`src/rtl/shift_seq_pkg.sv`:
```
// Shared types and constants for the multi-pass shift sequencer.
// Imported by the controller and its single-pass shifter.
package shift_seq_pkg;

  typedef enum logic [1:0] {
    IDLE,
    RUN,
    DONE
  } state_t;

  // Largest distance the 3-bit shifter field can encode
  localparam int MAX_STEP = 7;

  localparam logic DIR_LEFT  = 1'b0;
  localparam logic DIR_RIGHT = 1'b1;

endpackage

```
`src/rtl/shift_sequencer_shifts.sv`:
```
// Single-pass combinational shifter, up to 7 positions per use.
// direccion: 0 = sll, 1 = srl, 2 = sra, others pass through.
module shifts #(
  parameter int n = 15
) (
  input  logic [n-1:0] data,
  input  logic [2:0]   shift,
  input  logic [2:0]   direccion,
  output logic [n-1:0] shifted
);

  always_comb begin
    shifted = data;
    case (direccion)
      3'd0:    shifted = data << shift;
      3'd1:    shifted = data >> shift;
      3'd2:    shifted = $signed(data) >>> shift;
      default: shifted = data;
    endcase
  end

endmodule

```
`src/rtl/shift_sequencer.sv`:
```
// Multi-pass controller: drives the single-pass shifter once per clock
// until the full requested distance is applied, then holds the result.
module shift_sequencer
  import shift_seq_pkg::*;
#(
  parameter int N     = 15,
  parameter int AMT_W = 4
) (
  input  logic             clk,
  input  logic             rst,
  input  logic             start_valid,
  output logic             start_ready,
  input  logic [N-1:0]     data_in,
  input  logic [AMT_W-1:0] amount,
  input  logic             dir,
  output logic [N-1:0]     result,
  output logic             result_valid,
  input  logic             result_ready,
  output logic             busy,
  output logic [AMT_W-1:0] pass_count
);

  state_t           state;
  logic [N-1:0]     acc;
  logic [N-1:0]     shifted;
  logic [AMT_W-1:0] remaining;
  logic [AMT_W-1:0] rem_next;
  logic [2:0]       step;
  logic             dir_q;

  // step = min(remaining, 7)
  assign step = (remaining > AMT_W'(MAX_STEP))
              ? 3'(MAX_STEP)
              : remaining[2:0];

  assign rem_next = remaining - AMT_W'(step);

  shifts #(
    .n(N)
  ) u_shifts (
    .data     (acc),
    .shift    (step),
    .direccion({2'b0, dir_q}),
    .shifted  (shifted)
  );

  always_ff @(posedge clk) begin
    if (rst) begin
      state      <= IDLE;
      acc        <= '0;
      remaining  <= '0;
      pass_count <= '0;
      dir_q      <= DIR_LEFT;
    end else begin
      case (state)
        IDLE: begin
          if (start_valid) begin
            acc        <= data_in;
            remaining  <= amount;
            dir_q      <= dir;
            pass_count <= '0;
            state      <= (amount == '0) ? DONE : RUN;
          end
        end
        RUN: begin
          acc        <= shifted;
          remaining  <= rem_next;
          pass_count <= pass_count + 1'b1;
          if (rem_next == '0)
            state <= DONE;
        end
        DONE: begin
          if (result_ready)
            state <= IDLE;
        end
        default: state <= IDLE;
      endcase
    end
  end

  assign start_ready  = (state == IDLE);
  assign result_valid = (state == DONE);
  assign busy         = (state != IDLE);
  assign result       = acc;

endmodule

```
`config.mk`:
```
export PLATFORM = sky130hd
export DESIGN_NAME = shift_sequencer
export DESIGN_NICKNAME = d
export VERILOG_FILES = /design/src/rtl/shift_seq_pkg.sv /design/src/rtl/shift_sequencer_shifts.sv /design/src/rtl/shift_sequencer.sv
export SDC_FILE = /design/constraint.sdc
export NUM_CORES = 1
export LEC_CHECK = 0
export BUFFER_PORTS_ARGS = -buffer_cell sky130_fd_sc_hd__buf_2
export CAP_MARGIN = 20
export CELL_PAD_IN_SITES_DETAIL_PLACEMENT = 1
export CELL_PAD_IN_SITES_GLOBAL_PLACEMENT = 1
export CORE_MARGIN = 5
export CORE_UTILIZATION = 45
export DETAILED_ROUTE_END_ITERATION = 8
export PLACE_DENSITY_LB_ADDON = 0.25
export SLEW_MARGIN = 20
export SYNTH_ARGS = -nofsm -noshare
export SYNTH_HDL_FRONTEND = slang
export SYNTH_SLANG_ARGS = --single-unit
```
`constraint.sdc`:
```
create_clock -name clk -period 3.1 [get_ports clk]
set_input_delay 0.31 -clock clk [delete_from_list [all_inputs] [get_ports clk]]
set_output_delay 0.31 -clock clk [all_outputs]
set_load 0.01 [all_outputs]
```
==> impl_metrics.json <==
{
  "status": "complete, no violations",
  "synth_cell_types": 68,
  "ir_worst_vdd_mv": 0.331,
  "cts_buffer_depth": 2,
  "rsz0062_at_grt": "no",
  "dieWidth_um": 87.9,
  "yosysWarnings": 0,
  "routed_wirelength_um": 11600,
  "synth_top_area_share_pct": 19.0,
  "fin_crit_ns": 2.58,
  "critPathCaptureType": "flop",
  "worstPathMaxFanout": 14,
  "worstSetupPathType": "reg2reg",
  "cpPeakStageDelay_ns": 0.68,
  "layout.nets": 426,
  "num_rows": 28,
  "numPortBuffers": 45,
  "grt_max_degree": 30,
  "crit_arrival_ns": 2.74,
  "ant_nets": 0,
  "netlist_area_um2": 2730,
  "p_leak_nw": 1.21,
  "synth-main-ff-cell": "dfxtp_1",
  "pwr-share-clk_pct": 18.6,
  "vias_per_cell": 6.91,
  "clk_pin_slew_ns": 0.11,
  "track_usage_pct": 30.9,
  "grt-ovfl-total": 0,
  "path_cells": "or2_1 > buf_4 > mux2i_1 > mux2i_1 > a221oi_1 > a211oi_1",
  "multi_input_area_um2": 1980,
  "die_h_um": 87.9,
  "dpl_cell_area_um2": 3000,
  "synth-seq-cells": 26,
  "relSlewSlack_pct": 50.6,
  "setup_violations": 0,
  "syn2layout_area_growth_pct": 12.5,
  "crit_path_frequent_cell": "mux2i_1",
  "worst_setup_path_start_kind": "flop",
  "drc": 0,
  "post_cts_buffers": 0,
  "switching_share_pct": 46.6,
  "die_area_um2": 7730,
  "core_area_um2": 5920,
  "tightest_slew_ns": 0.740,
  "ys_seq_area_share_pct": 19.0,
  "skew_ns": 0.00934,
  "diodes": 0,
  "synth.area.top_cells": "dfxtp_1 19%, mux2i_1 11%, nand2_1 4.9%, o21ai_0 4.4%, nor2_1 4.4%",
  "cts_max_level": 1,
  "firstDrtPassIters": 5,
  "cts.sinks": 26,
  "combPwrFrac_pct": 49.8,
  "p_per_area_nw_per_um2": 538,
  "grt_pass1_wl_um": 18200,
  "avgSynthCellArea_um2": 7.29,
  "dpl.hpwl_um": 8380,
  "fmax_mhz": 388,
  "ff_latch_area_um2": 520,
  "synth_nets": 401,
  "tns_ns": 0,
  "fin_area_um2": 3070,
  "clkLatencyLatePin_ns": 0.29,
  "yosys.area.top_type": "dfxtp_1",
  "critPathSlowestCell": "dfxtp_1",
  "netlist_instances": 375,
  "worstHoldPathType": "in2reg",
  "finalPower_w": 0.00165,
  "wire_per_inst_um": 24.5,
  "nFillCells": 791,
  "cts_made_buffers": 3,
  "synth_common_cells": "36 x nand2_1, 32 x nor2_1, 30 x mux2i_1",
  "top_layer": "met4",
  "pin_count": 46,
  "p_switching_w": 0.000771,
  "drv_cap": 0,
  "floorplan.initialDensity_pct": 46.2,
  "num_vias": 3273,
  "drtIter0Drc": 331,
  "timing.final.max_slew_violations": 0,
  "hold_violations": 0,
  "p_int_w": 0.000883,
  "dr_wl_met3_um": 1070,
  "gp_congestion": 1.04,
  "grt_antenna_before_repair": 0,
  "cts_resized": 0,
  "wl_met2_um": 5380,
  "grt_pass1_vias": 3268,
  "clockRootBuffer": "clkbuf_8",
  "cts_hold_buf": 0,
  "cts_tree": "built",
  "finalCritPeriodShare_pct": 83.2,
  "synthArstFlopShare_pct": 0,
  "seq_power_share_pct": 31.6,
  "post-synth-top-count-cell": "nand2_1",
  "synth_edf_count": 0,
  "critPathRequiredTime_ns": 3.26,
  "layout-drive-gt1-share_pct": 21.8,
  "m1WireLength_um": 4720
}
==> stage by stage <==
| stage | worst slack [ns] | instances | util, % | hold slack, ns |
|---|---|---|---|---|
| 6_report | 0.520 | 474 | 51.9 | 0.270 |
| 5_1_grt | 0.393 | 474 | 51.9 | 0.287 |
| 4_1_cts | 0.583 | 474 | 51.9 | 0.269 |
| 3_5_place_dp | 0.590 | 470 | 50.7 | 0.534 |
| 3_3_place_gp | 0.694 | 470 | 50.7 | 0.538 |
| 2_1_floorplan | 1.26 | 375 | - | 0.458 |
==> cells in the final DEF, fill, tap and decap left out, drive strengths merged, types with 3 or more instances in the layout <==
cell     synthesis  layout
nand2b           4       4
a211oi           4       4
nand4            3       3
o21ai           25      25
a22o             4       4
a21o             3       3
nand2           36      36
nor3b            3       3
inv              7       7
nor2            33      33
mux4             3       3
nor2b            7       7
dfxtp           26      26
a2111oi          3       3
a22oi            4       4
or3              6       6
nand3           11      11
nor3            19      19
o32ai            4       4
o211ai           4       4
buf             21      63
or3b             3       3
or2              4       4
a32oi            4       4
a21oi           22      22
a31oi            9       9
clkbuf          22       3
a311oi           6       6
mux2i           30      30
mux2             5       5
a221oi           6       6
==> layer usage <==
metal	GRT usage [%]	up-vias
met5	0	-
met4	12.6	0
met3	7.24	42
met2	49.7	189
met1	39.9	1578
li1	-	1464
==> worst paths after layout <==
path,cells past startpoint,start,slack (ns),to
setup / recovery,6,remaining[3],0.52,result[3]
hold / removal,3,dir,0.27,dir_q
setup reg to reg,6,remaining[3],0.52,result[3]
hold reg to reg,2,result[13],0.55,result[13]
==> power groups by stage <==
stage / Sequential (W) / Combinational, W / Clock, W
after floorplan: 0.000440 / 0.000589 / 0
after global placement: 0.000522 / 0.000788 / 0
after detailed placement: 0.000522 / 0.000799 / 0
after CTS: 0.000514 / 0.000805 / 0.000308
after global routing: 0.000528 / 0.000887 / 0.000321
final: 0.000522 / 0.000823 / 0.000308
==> critical path: cells and delay by family, from the launching register on <==
kind	cells	cell delay, ns
multiplexers	2	0.45
AO/OA/AOI/OAI	2	0.49
AND/OR/NAND/NOR	1	0.60
buffers and inverters	1	0.23
flip-flops	1	0.68
==> sequential cells by signal (all words and copies together), names as in the netlist <==
register and count:
dir_q 1, state 2, remaining 4, result 15, pass_count 4
==> cell families after synthesis <==
logic type	count (synthesis)	synth area share (%)
flip-flops	26	19.0
AO/OA/AOI/OAI	117	30.2
XOR/XNOR	1	0.321
buffers and inverters	52	8.47
multiplexers	38	15.5
AND/OR/NAND/NOR	139	25.5
adder cells (fa/ha/maj)	2	0.916
==> final cells by class <==
type	instances	area share, %
multi-input cells	297	64.5
flip-flops and latches	26	16.9
repair buffers	63	12.1
well taps	75	3.05
clock buffers	3	1.34
inverters	9	1.10
clock inverters	1	0.977
(Power assumes the default switching activity.)
